<file path="src/rtl/fir_decim_avg.sv">
// Block-averaging decimator behind the FIR core: averages every DECIM accepted samples and queues results in a 2-entry FIFO.
// Define FIR_DECIM_ROUND_EN for round-half-up with saturation instead of plain floor.
module fir_decim_avg #(
  parameter int DECIM = 4,
  parameter int LOG2D = 2
) (
  input  logic       clk,
  input  logic       rst_n,
  input  logic       ena,
  input  logic       in_valid,
  input  logic [7:0] in_data,
  output logic       out_valid,
  input  logic       out_ready,
  output logic [7:0] out_data,
  output logic [1:0] fifo_count,
  output logic       ovf,
  input  logic       clr_ovf
);

  localparam int AW = 8 + LOG2D;
  localparam logic [LOG2D-1:0] LAST_PHASE = LOG2D'(DECIM - 1);

  logic signed [AW-1:0] acc_q, acc_d;
  logic [LOG2D-1:0]     phase_q, phase_d;
  logic [7:0]           head_q, head_d;
  logic [7:0]           tail_q, tail_d;
  logic [1:0]           count_q, count_d;
  logic                 ovf_q, ovf_d;

  logic                 accept;
  logic                 block_done;
  logic                 push;
  logic                 pop;
  logic signed [AW-1:0] sum;
  logic [7:0]           result;

  assign accept     = ena & in_valid;
  assign block_done = accept & (phase_q == LAST_PHASE);
  assign push       = block_done;
  assign pop        = ena & out_ready & (count_q != 2'd0);

  // A block of DECIM 8-bit samples always fits in 8+LOG2D bits, so this add never wraps.
  assign sum = acc_q + {{LOG2D{in_data[7]}}, in_data};

`ifdef FIR_DECIM_ROUND_EN
  logic signed [AW:0] sum_rnd;
  logic signed [8:0]  quot;

  always_comb begin
    sum_rnd = {sum[AW-1], sum} + (AW+1)'(1 << (LOG2D - 1));
    quot    = sum_rnd[AW:LOG2D];
    if (quot > 9'sd127)
      result = 8'h7f;
    else if (quot < -9'sd128)
      result = 8'h80;
    else
      result = quot[7:0];
  end
`else
  // Arithmetic shift right by LOG2D is just selecting the upper bits of the sum.
  assign result = sum[LOG2D +: 8];
`endif

  always_comb begin
    // NOTE: every comb output gets a default first so no path leaves it unassigned (no latches).
    acc_d   = acc_q;
    phase_d = phase_q;
    if (accept) begin
      if (block_done) begin
        acc_d   = '0;
        phase_d = '0;
      end else begin
        acc_d   = sum;
        phase_d = phase_q + 1'b1;
      end
    end
  end

  always_comb begin
    head_d  = head_q;
    tail_d  = tail_q;
    count_d = count_q;
    ovf_d   = ovf_q;

    if (ena && clr_ovf)
      ovf_d = 1'b0;

    unique case (count_q)
      2'd0: begin
        if (push) begin
          head_d  = result;
          count_d = 2'd1;
        end
      end
      2'd1: begin
        if (push && pop) begin
          head_d = result;
        end else if (push) begin
          tail_d  = result;
          count_d = 2'd2;
        end else if (pop) begin
          count_d = 2'd0;
        end
      end
      2'd2: begin
        if (pop) begin
          head_d = tail_q;
          if (push)
            tail_d = result;
          else
            count_d = 2'd1;
        end else if (push) begin
          // Full with no pop: the new result is lost; set wins over a same-cycle clear.
          ovf_d = 1'b1;
        end
      end
      default: count_d = 2'd0;
    endcase
  end

  // NOTE: sequential state uses non-blocking assignments so all flops update together at the edge.
  always_ff @(posedge clk or negedge rst_n) begin
    if (!rst_n) begin
      acc_q   <= '0;
      phase_q <= '0;
      count_q <= '0;
      ovf_q   <= 1'b0;
    end else begin
      acc_q   <= acc_d;
      phase_q <= phase_d;
      count_q <= count_d;
      ovf_q   <= ovf_d;
    end
  end

  // NOTE: the FIFO storage is reset too, because out_data must read 0 straight out of reset.
  always_ff @(posedge clk or negedge rst_n) begin
    if (!rst_n) begin
      head_q <= '0;
      tail_q <= '0;
    end else begin
      head_q <= head_d;
      tail_q <= tail_d;
    end
  end

  assign out_valid  = (count_q != 2'd0);
  assign out_data   = head_q;
  assign fifo_count = count_q;
  assign ovf        = ovf_q;

endmodule
</file>
<file path="config.mk">
export PLATFORM = sky130hd
export DESIGN_NAME = fir_decim_avg
export DESIGN_NICKNAME = d
export VERILOG_FILES = /design/src/rtl/fir_decim_avg.sv
export SDC_FILE = /design/constraint.sdc
export NUM_CORES = 1
export LEC_CHECK = 0
export BUFFER_PORTS_ARGS = -buffer_cell sky130_fd_sc_hd__buf_2
export CAP_MARGIN = 10
export CORE_MARGIN = 1.5
export CORE_UTILIZATION = 50
export DETAILED_ROUTE_END_ITERATION = 8
export PLACE_DENSITY = 0.84
export SYNTH_ARGS = -nofsm -noshare
export SYNTH_HDL_FRONTEND = slang
export SYNTH_SLANG_ARGS = --single-unit
</file>
<file path="constraint.sdc">
create_clock -name clk -period 2.4 [get_ports clk]
set_input_delay 0.12 -clock clk [delete_from_list [all_inputs] [get_ports clk]]
set_output_delay 0.12 -clock clk [all_outputs]
set_load 0.01 [all_outputs]
</file>
==> flow_summary.ini, run 1 <==
[outcome]
status = completed

[clocking]
clock_sinks = 31
path_clk_slew_ps = 100
cts_tree = done
root_buffer = clkbuf_4
clock_path_buffers = 2
cts_htree_levels = 2
numCtsBuffers = 5
clk_latency_ps = 330

[placed_design]
gp_congestion = 0.801
port_buffers = 25
place_area_um2 = 1910
place_ws_ps = -37.4
post-place-cells = 247
dp_hpwl_um = 2500

[detailed_routing]
wl_per_cell_um = 13.1
remaining_drc_errors = 0
via_per_inst = 5.26
vias = 1357
drt_iter0_markers = 84
ant_nets = 0
drt_wl_total_um = 3390
drt-pass1-iter-count = 4

[setup_path]
path_max_fanout = 2
critical_path_class = flop to flop
start_kind = flop
critPathCaptureType = flop
cp.arrival_ps = 2540
crit_required_ps = 2630
rr_startpoint = acc_q[0]
setup.worst_path.start = acc_q[0]

[logic_synthesis]
synth_top_area_cell = dfrtp_1
yosysWarnings = 0
yosysTopAreaCellShare = 0.450
synth_cells = 178
ys_seq_elements = 31
synth_edf_count = 0
netlist_top_cells_count = nand2_1 (32), dfrtp_1 (31), o21ai_0 (19), a21oi_1 (12), ha_1 (10)
synth_seq_area_share = 0.450
yosysMostFrequentCell = nand2_1
synth_nets = 203
synth_cell_types = 36
netlist_area_um2 = 1720
synthArstFlopShare = 1.00
ys_top_cells_by_area = dfrtp_1 (45%), ha_1 (7.3%), nand2_1 (7.0%)
syn_avg_cell_area_um2 = 9.68
ys.flop_type = dfrtp_1

[sta]
setup_viol = 0
timing.final.ws_setup_ps = 94.4
relSlewSlack = 0.549
drv_slew = 0
hold_viol = 0
rsz0062_at_grt = false
finalCritPeriodShare = 0.961
finClkSkew_ps = 7.41
fin_crit_ps = 2310
fmax_ghz = 0.434
worstMarginPinSlew_ps = 677

[floorplan]
io-pin-count = 26
coreArea_um2 = 3310
rows = 21
initial_utilization = 0.520
fp.dieH_um = 61.7
die_area_um2 = 3810
die-width_um = 61.7

[finish]
diodes = 0
nets = 236
drive_gt1_frac = 0.245
layout.cells.non_filler = 258
syn2layout_area_growth_pct = 16.8
stdcell_area_um2 = 2010

[grt]
grt_pass1_wl_um = 5560
first_global_vias = 1236
grt_max_degree = 32
globalRouteTotalUtil = 0.205
antenna_found_initial = 0
overflow = 0

[job]
drv_cap = 0

[pwr]
power_density_nw_per_um2 = 1180
peakVddDrop_mv = 0.566
p_leak_nw = 0.989
design_power_total_mw = 2.37

[min_path]
min_from = clr_ovf
worstHoldPathType = input port to flop
-- worst max-delay path, cell delays in order (launching register included) --
cell and delay, ps:
dfrtp_1 400, ha_2 190, fa_2 340, a21o_1 190, a21oi_2 130, o21bai_1 100
o41ai_2 240, xor2_1 250, o21ai_1 90, mux2_2 260
-- sequential cells by signal, indices dropped and copies added (netlist names) --
name,count
tail_q,8
out_data,8
acc_q,10
phase_q,2
ovf,1
fifo_count,2
-- metal layers --
| layer | share of wire | vias up | track usage |
|---|---|---|---|
| met5 | 0 | - | 0 |
| met2 | 0.46 | 33 | 0.296 |
| met4 | 0.033 | 0 | 0.0851 |
| met1 | 0.46 | 622 | 0.283 |
| li1 | - | 691 | - |
| met3 | 0.039 | 11 | 0.0704 |
-- power by group --
group | internal [mW] | switching [mW]
sequential | 0.744 | 0.137
combinational | 0.519 | 0.625
clock | 0.172 | 0.176
total | 1.43 | 0.938
-- cell usage in the layout, fill, tap and decap left out, drive strengths merged, types with 2 or more instances in the layout --
cell	count
nand2	32
dfrtp	31
clkbuf	8
nand3	3
mux2i	3
o31ai	4
nand2b	2
xnor2	3
or2	2
nor3b	2
a21oi	13
mux2	6
a21o	5
nor2	4
ha	10
inv	5
nor2b	2
xor2	6
o21ai	22
o21bai	2
a22o	3
buf	32
nand3b	2
-- worst paths after layout --
kind                       depth (start not counted)  slack, ps       endpoint
setup reg to reg                                   9         90    out_data[6]
hold / removal                                     3         80            ovf
setup / recovery                                   9         90    out_data[6]
min in group asynchronous                          2        350  fifo_count[0]
max in group asynchronous                          2       1610    out_data[3]
hold reg to reg                                    2        480    out_data[0]
-- logic make-up (layout without fill, tap and decap cells) --
group	after synthesis	after routing	share of synthesized area
AOI/OAI and AO/OA	53	53	0.192
xor gates and xnor gates	9	9	0.0458
adders and majority gates	11	11	0.0842
buffers and inverters	12	46	0.0283
DFF	31	31	0.450
muxes	9	9	0.0566
and+or+nand+nor	53	53	0.142
-- stage by stage --
step	setup TNS [ps]	hold slack, ps	utilization
6_report	0	82.4	0.608
5_1_grt	0	75.4	0.608
4_1_cts	-4.35	71.4	0.608
3_5_place_dp	-37.4	198	0.578
3_3_place_gp	0	203	0.578
2_1_floorplan	0	-176	-
-- area by class of cell --
class	count	area, um2
timing repair buffer	33	188
inverter	5	18.8
tap	46	57.6
sequential	31	776
clock buffer	8	68.8
multi-input combinational	135	903
fill	300	1300
-- what timing repair did --
item,4_1_cts,5_1_grt
setup buffers,2,0
hold endpoints to repair,31,0
endpoints found under the setup margin,1,2
gates cloned,0,0
pin swaps,4,3
gates resized for setup,2,0
hold buffers,1,0
Power figures use the tool's default switching activity.
==> run 2, diff against run 1 <==
--- a/config.mk
+++ b/config.mk
@@ -11,2 +11,3 @@
 export CORE_UTILIZATION = 50
+export CTS_CLUSTER_SIZE = 14
 export DETAILED_ROUTE_END_ITERATION = 8
==> constraint.sdc (replaced) <==
create_clock -name clk -period 2.4 [get_ports clk]
set_input_delay 0.48 -clock clk [delete_from_list [all_inputs] [get_ports clk]]
set_output_delay 0.48 -clock clk [all_outputs]
set_load 0.01 [all_outputs]
==> flow_summary.ini, run 2 (synthesis results as in run 1) <==
[outcome]
status = completed

[clocking]
cts_tree = done
numCtsBuffers = 5
path_clk_slew_ps = 90
clk_latency_ps = 330
clock_path_buffers = 2
cts_htree_levels = 2
root_buffer = clkbuf_4
clock_sinks = 31

[setup_path]
critPathSlowestCell = dfrtp_1
crit_required_ps = 2620
path_max_fanout = 2
critical_path_class = flop to flop
worst_r2r_path_depth = 9
cp_top_family = compound AO/OA/AOI/OAI gates
rr_startpoint = acc_q[0]
critPathCaptureType = flop
critPathMaxStageDelay_ps = 400
timing.rr.end = out_data[6]
cp_num_buf_inv = 0
setup.worst_path.start = acc_q[0]
worstPathCellList = ha_2 -> fa_2 -> a21o_1 -> a21oi_2 -> o21bai_2 -> o41ai_2 -> xor2_1 -> o21ai_1 -> mux2_2
cp.arrival_ps = 2600
r2r_slack_ps = 10
start_kind = flop

[detailed_routing]
vias = 1397
drt-pass1-iter-count = 6
top_layer = met4
drt_iter0_markers = 58
route.met2.wl_um = 1720
wl_met1_um = 1590
via_per_inst = 5.33
ant_nets = 0
remaining_drc_errors = 0
wl_met3_um = 150
drt_wl_total_um = 3510
wl_per_cell_um = 13.4

[finish]
final_cell_mix = nand2_1 (32), dfrtp_1 (31), buf_2 (25), o21ai_0 (19)
diodes = 0
regMostFlops = acc_q
syn2layout_area_growth_pct = 17.5
largest_reg_flops = 10
final_common_cell = nand2_1
nets = 240
drive_gt1_frac = 0.264
stdcell_area_um2 = 2020
fillers = 319

[grt]
grt_pass1_wl_um = 5700
antenna_found_initial = 0
overflow = 0
globalRouteTotalUtil = 0.212
grt_max_degree = 32
first_global_vias = 1252

[placed_design]
port_buffers = 25
gp_congestion = 0.770
dp_hpwl_um = 2610
place_area_um2 = 1960

[sta]
finClkSkew_ps = 4.47
fin_crit_ps = 2390
drv_slew = 0
finalCritPeriodShare = 0.994
worstMarginPinSlew_ps = 690
relSlewSlack = 0.540
setup_viol = 0
fmax_ghz = 0.419
rsz0062_at_grt = true
hold_viol = 0
fin_tns_setup_ps = 0

[min_path]
worstHoldPathType = input port to async pin

[floorplan]
io-pin-count = 26
die-width_um = 61.7
coreArea_um2 = 3310
fp.dieH_um = 61.7
die_area_um2 = 3810
rows = 21
initial_utilization = 0.520

[pwr]
power_density_nw_per_um2 = 1160
peakVddDrop_mv = 0.542
p_leak_nw = 1.01

[job]
drv_cap = 0
[run 2: cell types whose count changed in the layout (fill, tap and decap cells not counted)]
cell           delta
clkinv_2          +1
buf_4             +5
clkbuf_8          -2
o21bai_1          -1
clkbuf_1          +1
dlygate4sd3_1     -1
o21bai_2          +1
[run 2: final cells by class]
cell class | count | area [um2] | share of cell area
multi-input cells | 135 | 907 | 0.448
flip-flops and latches | 31 | 776 | 0.383
repair buffers | 37 | 215 | 0.106
well taps | 46 | 57.6 | 0.0284
clock buffers | 7 | 45.0 | 0.0222
inverters | 5 | 18.8 | 0.00927
clock inverters | 1 | 5.00 | 0.00247
[run 2: report_power, final]
part	total [mW]	internal, mW	switching (mW)
Sequential	0.883	0.744	0.139
Combinational	1.19	0.560	0.630
Clock	0.278	0.114	0.164
[run 2: routing by layer]
| metal | GRT usage | vias up |
|---|---|---|
| li1 | - | 700 |
| met1 | 0.285 | 664 |
| met2 | 0.331 | 28 |
| met3 | 0.0497 | 5 |
| met4 | 0.0912 | 0 |
| met5 | 0 | - |
[run 2: worst register-to-register path, delay by kind of cell, from the launching register on]
family | cells | cell delay, ps
AO/OA/AOI/OAI | 5 | 880
adder cells (fa/ha/maj) | 2 | 530
flip-flops | 1 | 400
XOR/XNOR | 1 | 220
multiplexers | 1 | 250
[run 2: per-stage QoR]
step / power [mW] / instances / util / setup slack [ps] / hold slack (ps)
CTS: 2.36 / 262 / 0.609 / 20.5 / 207
detailed placement: 2.05 / 253 / 0.591 / -203 / 473
global route: 2.57 / 262 / 0.611 / -79.0 / 227
global placement: 1.99 / 253 / 0.591 / -157 / 458
finish: 2.35 / 262 / 0.611 / 14.3 / 188
floorplan: 1.66 / 178 / - / -7.96 / 184
[run 2: repair_timing]
| item | CTS | global route |
|---|---|---|
| endpoints found under the setup margin | 1 | 2 |
| hold buffers | 0 | 0 |
| setup buffers | 1 | 0 |
| gates resized for setup | 0 | 3 |
| pin swaps | 1 | 3 |
[run 2: worst max path at each step]
stage,end,cells after the start
CTS,out_data[6],9
finish,out_data[6],9
global route,out_data[6],9
global placement,out_data[6],10
detailed placement,out_data[6],10
floorplan,out_data[6],9
